<file path="config.mk">
export PLATFORM = sky130hd
export DESIGN_NAME = beu_clmul_seq
export DESIGN_NICKNAME = d
export VERILOG_FILES = /design/src/rtl/beu_clmul_seq.sv
export SDC_FILE = /design/constraint.sdc
export NUM_CORES = 1
export LEC_CHECK = 0
export CORE_MARGIN = 2
export CORE_UTILIZATION = 58
export DETAILED_ROUTE_END_ITERATION = 6
export PLACE_DENSITY = 0.81
export SLEW_MARGIN = 20
export SYNTH_ARGS = -nofsm -noshare
export SYNTH_HDL_FRONTEND = slang
export SYNTH_SLANG_ARGS = --single-unit
</file>
<file path="constraint.sdc">
create_clock -name s_clk_i -period 1.88 [get_ports s_clk_i]
set_input_delay 0.188 -clock s_clk_i [delete_from_list [all_inputs] [get_ports s_clk_i]]
set_output_delay 0.188 -clock s_clk_i [all_outputs]
set_load 0.02 [all_outputs]
</file>
<file path="src/rtl/beu_clmul_seq.sv">
// beu_clmul_seq: iterative Zbc carry-less multiply (clmul/clmulh/clmulr), BITS_PER_CYCLE op2 bits per RUN edge.
// Define BEU_CLMUL_ZERO_SKIP_EN to finish early once the remaining multiplier bits are all zero.
module beu_clmul_seq #(
  parameter int BITS_PER_CYCLE = 4
) (
  input  logic        s_clk_i,
  input  logic        s_reset_i,
  input  logic        s_start_i,
  input  logic [1:0]  s_func_i,
  input  logic [31:0] s_op1_i,
  input  logic [31:0] s_op2_i,
  input  logic        s_flush_i,
  input  logic        s_ack_i,
  output logic        s_busy_o,
  output logic        s_valid_o,
  output logic [31:0] s_result_o
);
  localparam int N  = 32 / BITS_PER_CYCLE;
  localparam int CW = (N > 1) ? $clog2(N) : 1;
  typedef enum logic [1:0] {IDLE, RUN, DONE} state_t;
  state_t        r_state, w_state_nx;
  logic [63:0]   r_op1, r_prod, w_prod_step;
  logic [31:0]   r_op2, w_op2_step, w_res;
  logic [1:0]    r_func;
  logic [CW-1:0] r_cnt;
  logic          w_last, w_op2_zero;
  always_comb begin
    w_prod_step = r_prod;
    for (int j = 0; j < BITS_PER_CYCLE; j++)
      w_prod_step = w_prod_step ^ (r_op2[j] ? (r_op1 << j) : 64'd0);
  end
  assign w_op2_step = r_op2 >> BITS_PER_CYCLE;
`ifdef BEU_CLMUL_ZERO_SKIP_EN
  assign w_last     = (r_cnt == CW'(N - 1)) || (w_op2_step == '0);
  assign w_op2_zero = (s_op2_i == '0);
`else
  assign w_last     = (r_cnt == CW'(N - 1));
  assign w_op2_zero = 1'b0;
`endif
  always_comb begin
    w_state_nx = r_state;
    case (r_state)
      IDLE:    if (s_start_i) w_state_nx = (s_func_i == 2'b11 || w_op2_zero) ? DONE : RUN;
      RUN:     if (w_last) w_state_nx = DONE;
      DONE:    if (s_ack_i) w_state_nx = IDLE;
      default: w_state_nx = IDLE;
    endcase
    if (s_flush_i) w_state_nx = IDLE;
  end
  always_ff @(posedge s_clk_i)
    r_state <= s_reset_i ? IDLE : w_state_nx;
  always_ff @(posedge s_clk_i) begin
    if (s_reset_i) begin
      r_op1  <= '0;
      r_op2  <= '0;
      r_func <= '0;
      r_prod <= '0;
      r_cnt  <= '0;
    end else if (!s_flush_i) begin
      if (r_state == IDLE && s_start_i) begin
        r_op1  <= {32'd0, s_op1_i};
        r_op2  <= s_op2_i;
        r_func <= s_func_i;
        r_prod <= '0;
        r_cnt  <= '0;
      end else if (r_state == RUN) begin
        r_prod <= w_prod_step;
        r_op1  <= r_op1 << BITS_PER_CYCLE;
        r_op2  <= w_op2_step;
        r_cnt  <= r_cnt + 1'b1;
      end
    end
  end
  assign w_res = (r_func == 2'b00) ? r_prod[31:0]  :
                 (r_func == 2'b01) ? r_prod[63:32] :
                 (r_func == 2'b10) ? r_prod[62:31] : 32'd0;
  assign s_busy_o   = (r_state != IDLE);
  assign s_valid_o  = (r_state == DONE);
  assign s_result_o = s_valid_o ? w_res : 32'd0;
endmodule
</file>
-- Yosys cells after proc, flatten, opt, wreduce, memory -nomap -nowiden
Index checks and enable logic that the tools add are counted.
Widths: inputs -> output; s select.
- logic and storage cells: 51
- input bits: 71
- bits in registers: 167
- output and inout bits: 34
- reductions and logical operators: 9
- multiplexer cells: 21
- equal/unequal tests: 9
- add/sub/neg operators: 1
- bitwise gates (word level): 5
- operator list (cell ; number):
    $mux 64 ; 8
    $xor 64x64->64 ; 4
    $mux 32 ; 6
    $mux 2 ; 4
    $eq 2x2->1 const B ; 3
    $mux 3 ; 2
    $ne 2x2->1 const B ; 3
    $pmux 2 s3 ; 1
    $eq 2x1->1 const B ; 2
    $logic_not 2->1 ; 2
    $reduce_and 2->1 ; 2
    $reduce_bool 2->1 ; 2
    $add 3x1->3 const B ; 1
    $eq 3x3->1 const B ; 1
    $reduce_and 3->1 ; 1
    $reduce_or 2->1 ; 1
    $logic_and 1x1->1 ; 1
    $not 1->1 ; 1

-- Longest topological paths before layout
Gate-level depths: netlist of the first run.
- depth in word-level cells: 7
- depth in mapped cells: 7
- depth with buffers taken out: 5

-- Worst setup path after synthesis of the first run
No wires, ideal clock.
- kind: reg-to-output
- from: register r_func[0]
- to: output port s_result_o[0]
- stages on the path, launching flop included: 5
- buffers on the path: 2
- slack: 172 ps
- required time: 1692 ps
- arrival time: 1520 ps
- path through: dfxtp_1 clkbuf_1 buf_2 a211oi_1 a211oi_1
- cells in the longest elaborated chain, start to end: 5
- elaborated cells between the ends (all ways): 7
- classes of those cells: 2 x eq/ne; 4 x mux; 1 x reduce/logical
- ends and longest elaborated chain (what ; RTL line ; text):
    start, declared ; 24 ; logic [1:0] r_func;
    start signal, assigned ; 63 ; r_func <= s_func_i;
    $eq 2x2->1 ; 76 ; (r_func == 2'b10) ? r_prod[62:31] : 32'd0;
    $mux 32 ; 76 ;
    $mux 32 ; 75 ; (r_func == 2'b01) ? r_prod[63:32] :
    $mux 32 (*) ; 74 ; assign w_res = (r_func == 2'b00) ? r_prod[31:0] :
    $mux 32 (*) ; 79 ; assign s_result_o = s_valid_o ? w_res : 32'd0;
    end, declared ; 16 ; output logic [31:0] s_result_o
Mark *: on every way between the ends. The rest lies on a longest branch, timed or not.

-- Worst setup path in the final report of the first run
- from: register r_func[0]
- to: output port s_result_o[13]
Same word-level chain as after synthesis.

==> results.ini, run 1 <==
[sta]
min_period_ns=1.973
rsz0062_at_grt=true
max_freq_mhz=506.9
layout_setup_ws_ns=-0.09285
slew_headroom=0.5098
period_share=1.049
hold_viol_final=0
fin_hold_ws_ns=0.1044
slew_viol_final=0
fin_worst_skew_ns=0.01129
worstMarginPinSlew_ns=0.7354
setup_violations=30

[setup_path]
cp.required_ns=1.69
criticalPathCategory=reg -> out
slowest_stage=dfxtp_4
cp_data_arrival_time_ns=1.78
crit_chain=buf_12, buf_12, buf_4, mux2i_1, nor2_1, a21oi_1, nor2_1, buf_4
cp_max_fo=8
critical_path_buf_inv_count=4
start_kind=flop
cpPeakStageDelay_ns=0.40
critPathTopFamily=buffers and inverters
end_kind=output port

[die]
dieArea_um2=19290
die_w_um=138.9
core_um2=17900
die_h_um=138.9
ioPinCount=105
initial_utilization=0.5895
rows=49

[global_routing]
grt_max_degree=69
antenna_found_initial=0
grt.overflow.total=0
grt_usage=0.2842
grt_pass1_vias=9302
grt_pass1_wl_mm=45.31

[drt]
drt-total-wl_mm=28.05
dr.pass1.iters=6
first_iter_violations=884
wl_per_cell_um=16.98
drc_errors=0
avgViaCountPerCell=5.834
via_count=9638
ant_nets=0

[placed_design]
gp_congestion=0.8277
port_buffers=104
place.detailed.hpwl_mm=18.01
dp_slack_ns=-0.05190
placed_area_um2=11900

[logic_synthesis]
netlist_instances=1317
ys_seq_area_frac=0.3168
ys_warn_count=0
synth_top_area_share=0.3168
syn_area_per_cell_um2=8.014
synth_top_cells_by_area=dfxtp_1 (32%), xnor2_1 (10%), nand2_1 (9.4%)
synthDistinctLibCells=38
synth_seq_cells=167
syn_area_um2=10550
yosys.area.top_type=dfxtp_1
synthesis.nets=1390

[cts]
cts_buffers=17
clock-root-buffer=clkbuf_16
clkLatencyLatePin_ns=0.44
clk_pin_slew_ns=0.07
cts_hold_buf=0
cts.sinks=167
cts_max_level=4
clk_path_buf_depth=2
cts_tree=built

[pwr]
ir_worst_vdd_uv=614.2
power_w=0.009103
p_per_area_nw_per_um2=711.3
p_leak_nw=4.254

[finish]
final_cell_mix=nand2_1 (265), dfxtp_1 (162), nor2_1 (152)
drive_gt1_frac=0.1588
syn_to_final_growth_pct=21.26
finalInstanceArea_um2=12800
fin_nets=1483
fill_cells=1281
layout_commonest_cell=nand2_1
num_antenna_cells=0

[job]
cap_viol_max_count=0

[run_status]
status=finished, violations left
failed_checks=negative setup slack

[hold_path]
hp-class=in -> reg

## routing by layer
layer	vias up	GRT usage	wire length (um)
li1	4635	-	-
met1	4501	0.3553	11650
met2	414	0.4812	13570
met3	88	0.05110	1739
met4	0	0.1249	1083
met5	-	0	0
## final timing paths
path | cells past startpoint | endpoint | start | slack [ns]
worst min-delay path | 2 | r_op1[27] | s_reset_i | 0.10
worst min register to register | 1 | r_prod[11] | r_prod[11] | 0.48
worst max register to register | 6 | r_prod[7] | r_op2[2] | 0.22
worst max-delay path | 8 | s_result_o[13] | r_func[0] | -0.09
## registers in the layout, indices dropped and copies added, names as in the netlist
name     cells
r_prod      64
r_state      2
r_cnt        3
r_func       2
r_op2       32
r_op1       64
## cells in the mapped netlist (all sizes together)
cell type  instances
o22a               1
a32oi              1
nor2             153
ha                 2
clkbuf            35
buf               68
xor2              63
nor4               1
nand3             10
nor3               3
o21ai              1
nand2            265
mux2i             86
nand4b             1
xnor3              1
nor4b              1
or2                1
dfxtp            167
a21oi            104
xnor2            124
nor3b              1
nand2b            65
a22oi             34
and2               1
a211oi            58
a31oi             61
inv                1
nor2b              5
o31ai              1
o21a               2
## stage by stage
stage           TNS [ns]  std cells    util
2_1_floorplan          0       1317       -
3_3_place_gp   -0.002493       1595  0.6645
3_5_place_dp     -0.4241       1595  0.6645
4_1_cts           -1.771       1645  0.7055
5_1_grt           -3.806       1652  0.7148
6_report          -1.300       1652  0.7148
## power breakdown
group	switching [W]	internal, W	leakage [nW]	total [W]
Clock	0.00158	0.00194	0.282	0.00351
Sequential	0.000278	0.00376	1.36	0.00403
Combinational	0.000823	0.000734	2.61	0.00156
## what timing repair did
| action | in CTS | in global routing |
|---|---|---|
| buffers inserted | 16 | 7 |
| cloned | 2 | 2 |
| endpoints found under the hold margin | 0 | 0 |
| setup endpoints to repair | 34 | 33 |
| gates resized for setup | 166 | 33 |
| pin swaps | 4 | 8 |
## final cells by class
| cell class | count | area [um2] | share of cell area |
|---|---|---|---|
| clock buffer | 19 | 452.9 | 0.03539 |
| clock inverter | 13 | 138.9 | 0.01085 |
| inverter | 1 | 3.754 | 0.0002933 |
| multi-input combinational | 1046 | 6674 | 0.5215 |
| sequential | 167 | 3352 | 0.2619 |
| tap | 229 | 286.5 | 0.02239 |
| timing repair buffer | 177 | 1889 | 0.1476 |
## logic make-up after synthesis
| kind of cell | Yosys count | synth area share |
|---|---|---|
| AOI/OAI and AO/OA | 263 | 0.1793 |
| xor gates and xnor gates | 188 | 0.1573 |
| adders and majority gates | 2 | 0.002371 |
| buffers and inverters | 104 | 0.05951 |
| DFF | 167 | 0.3168 |
| muxes | 86 | 0.08157 |
| and+or+nand+nor | 507 | 0.2032 |
No activity file was read; power rests on OpenSTA's default activity.
==> run 2: changes to the inputs <==
--- a/config.mk
+++ b/config.mk
@@ -6,9 +6,11 @@
 export NUM_CORES = 1
 export LEC_CHECK = 0
 export CORE_MARGIN = 2
-export CORE_UTILIZATION = 58
+export CORE_UTILIZATION = 48
 export DETAILED_ROUTE_END_ITERATION = 6
-export PLACE_DENSITY = 0.81
+export GPL_ROUTABILITY_DRIVEN = 1
+export PLACE_DENSITY = 0.69
+export SETUP_SLACK_MARGIN = 0.05
 export SLEW_MARGIN = 20
 export SYNTH_ARGS = -nofsm -noshare
 export SYNTH_HDL_FRONTEND = slang
==> run 2 against run 1 <==
  * The run still ends with negative setup slack left
  * Critical path depth fell by 1
  * Final area down 0.18%
  * Worst setup slack better by 0.026 ns
  * Die area up 20%
  * Combinational power fell by 3%
  * Flip-flop and latch count is the same
  * Clock-buffer cell count fell by 2
  * Register-to-register slack hardly changed
  * Fmax grew 1.4%
  * Non-clock buffer count shrank 18
  * Via count decreased by 4.9%
  * Critical endpoint is now s_result_o[9]
  * Largest cell class unchanged
  * Highest routed layer unchanged
==> results.ini, run 2 (synthesis gave the netlist of run 1 again) <==
[drt]
via_count=9165  ; was 9,638
dr.pass1.iters=5  ; was 6
first_iter_violations=894  ; was 884
drc_errors=0  ; unchanged
avgViaCountPerCell=5.439  ; was 5.834
drt-total-wl_mm=27.42  ; was 28.05 mm
wl_per_cell_um=16.28  ; was 16.98 um
ant_nets=0  ; unchanged

[finish]
fin_nets=1465  ; was 1,483
syn_to_final_growth_pct=21.04  ; was 21.26%
fill_cells=1934  ; was 1,281
num_antenna_cells=0  ; unchanged
final_cell_mix=nand2_1 (265), dfxtp_1 (162), nor2_1 (151)  ; was nand2_1 (265), dfxtp_1 (162), nor2_1 (152)
layout_commonest_cell=nand2_1  ; unchanged
reg_top3=r_op1 x64, r_prod x64, r_op2 x32  ; unchanged
post-route-util=0.5890  ; was 0.7148
fin_cells=1685  ; was 1,652
drive_gt1_frac=0.1544  ; was 0.1588

[sta]
slew_viol_final=0  ; unchanged
setup_tns_ns=-0.5930  ; was -1.300 ns
min_period_ns=1.946  ; was 1.973 ns
rsz0062_at_grt=true  ; unchanged
slew_headroom=0.6556  ; was 0.5098
max_freq_mhz=513.8  ; was 506.9 MHz
period_share=1.035  ; was 1.049
setup_violations=16  ; was 30
hold_viol_final=0  ; unchanged
fin_worst_skew_ns=0.01495  ; was 0.01129 ns
worstMarginPinSlew_ns=0.5166  ; was 0.7354 ns
layout_setup_ws_ns=-0.06641  ; was -0.09285 ns

[setup_path]
cp-startpoint=r_func[0]  ; unchanged
cp_data_arrival_time_ns=1.76  ; was 1.78 ns
cp.required_ns=1.69  ; about the same
end_kind=output port  ; unchanged
r2r-end=r_op1[27]  ; was r_prod[7]
start_kind=flop  ; unchanged
rr_startpoint=r_state[1]  ; was r_op2[2]
regToRegSetupSlack_ns=0.22  ; about the same
rr_worst_depth=6  ; unchanged
cp_max_fo=7  ; was 8
criticalPathCategory=reg -> out  ; unchanged

[hold_path]
min_from=s_reset_i  ; unchanged
hp-class=in -> reg  ; unchanged
hold_end=r_prod[4]  ; was r_op1[27]
hold_depth=3  ; was 2

[cts]
clkLatencyLatePin_ns=0.44  ; about the same
cts_hold_buf=0  ; unchanged
clk_pin_slew_ns=0.08  ; was 0.07 ns
cts_buffers=17  ; unchanged
cts_tree=built  ; unchanged
clk_path_buf_depth=2  ; unchanged
cts_max_level=4  ; unchanged
cts.sinks=167  ; unchanged
clock-root-buffer=clkbuf_16  ; unchanged

[die]
rows=54  ; was 49
die_w_um=152.3  ; was 138.9 um
core_um2=21690  ; was 17,900 um2
dieArea_um2=23190  ; was 19,290 um2
die_h_um=152.3  ; was 138.9 um
initial_utilization=0.4866  ; was 0.5895
ioPinCount=105  ; unchanged

[pwr]
p_seq_frac=0.444  ; was 0.443
power.share.switching=0.3104  ; was 0.2940
clkPwrFrac=0.390  ; was 0.386
p_leak_nw=4.177  ; was 4.254 nW
p_comb_frac=0.166  ; was 0.171
ir_worst_vdd_uv=629.1  ; was 614.2 uV
p_per_area_nw_per_um2=712.3  ; was 711.3 nW/um2
internal_power_w=0.006276  ; was 0.006427 W
p_switching_w=0.002824  ; was 0.002677 W

[placed_design]
port_buffers=104  ; unchanged
place.detailed.hpwl_mm=18.12  ; was 18.01 mm
post-place-cells=1645  ; was 1,595
gp_congestion=0.7966  ; was 0.8277
dp_slack_ns=0.003886  ; was -0.05190 ns

[global_routing]
grt_pass1_wl_mm=44.78  ; was 45.31 mm
grt_pass1_vias=8617  ; was 9,302
antenna_found_initial=0  ; unchanged
grt_usage=0.2353  ; was 0.2842
grt_max_degree=108  ; was 69
grt.overflow.total=0  ; unchanged

[run_status]
failed_checks=negative setup slack  ; unchanged
status=finished, violations left  ; unchanged

[job]
cap_viol_max_count=0  ; unchanged

[run 2: how the worst max path moves through the flow]
stage | endpoint | slack [ns] | depth (start not counted)
after detailed placement | s_result_o[12] | 0.004 | 6
after global routing | s_result_o[13] | -0.14 | 7
after global placement | s_result_o[0] | -0.02 | 4
final | s_result_o[9] | -0.07 | 7
after floorplan | s_result_o[0] | 0.17 | 4
after CTS | s_result_o[2] | -0.06 | 7
[run 2: final cells by class]
cell class | instances | area, um2 | share of cell area
multi-input cells | 1046 | 6698 | 0.5243
flip-flops and latches | 167 | 3352 | 0.2624
repair buffers | 159 | 1769 | 0.1385
clock buffers | 17 | 425.4 | 0.03330
well taps | 280 | 350.3 | 0.02742
clock inverters | 15 | 176.4 | 0.01381
inverters | 1 | 3.754 | 0.0002938
[run 2: through the flow]
stage / hold slack (ns) / instance area [um2] / power, W
3_5_place_dp: 0.4677 / 11980 / 0.005546
6_report: 0.2662 / 12770 / 0.009100
5_1_grt: 0.2580 / 12770 / 0.009462
2_1_floorplan: 0.2650 / 10550 / 0.005001
3_3_place_gp: 0.4646 / 11980 / 0.005513
4_1_cts: 0.2474 / 12700 / 0.009124
[run 2: power groups by stage]
stage / sequential, W / clock [W] / combinational, W
final: 0.00404 / 0.00355 / 0.00151
after global placement: 0.00411 / 0 / 0.00140
after floorplan: 0.00398 / 0 / 0.00102
after detailed placement: 0.00412 / 0 / 0.00143
after global routing: 0.00406 / 0.00374 / 0.00166
after CTS: 0.00403 / 0.00360 / 0.00149
[run 2: what timing repair did]
item	in CTS	in global routing
gates cloned	4	0
setup buffers	5	0
pin swaps	14	35
gates resized for setup	174	23
setup endpoints to repair	34	33
[run 2: critical path, cell delays in order, from the launching register on]
cell and delay (ns):
dfxtp_4 0.38, buf_6 0.13, nor2b_4 0.19, buf_12 0.16, buf_16 0.13, a21oi_2 0.05
nor2_1 0.12, buf_4 0.15
[run 2: layer usage]
metal	up-vias	track usage	part of all wire	routed length, um
li1	4599	-	-	-
met1	4296	0.3017	0.45	12240
met3	50	0.04323	0.043	1176
met2	220	0.3998	0.48	13230
met4	0	0.07833	0.028	777
met5	-	0	0	0
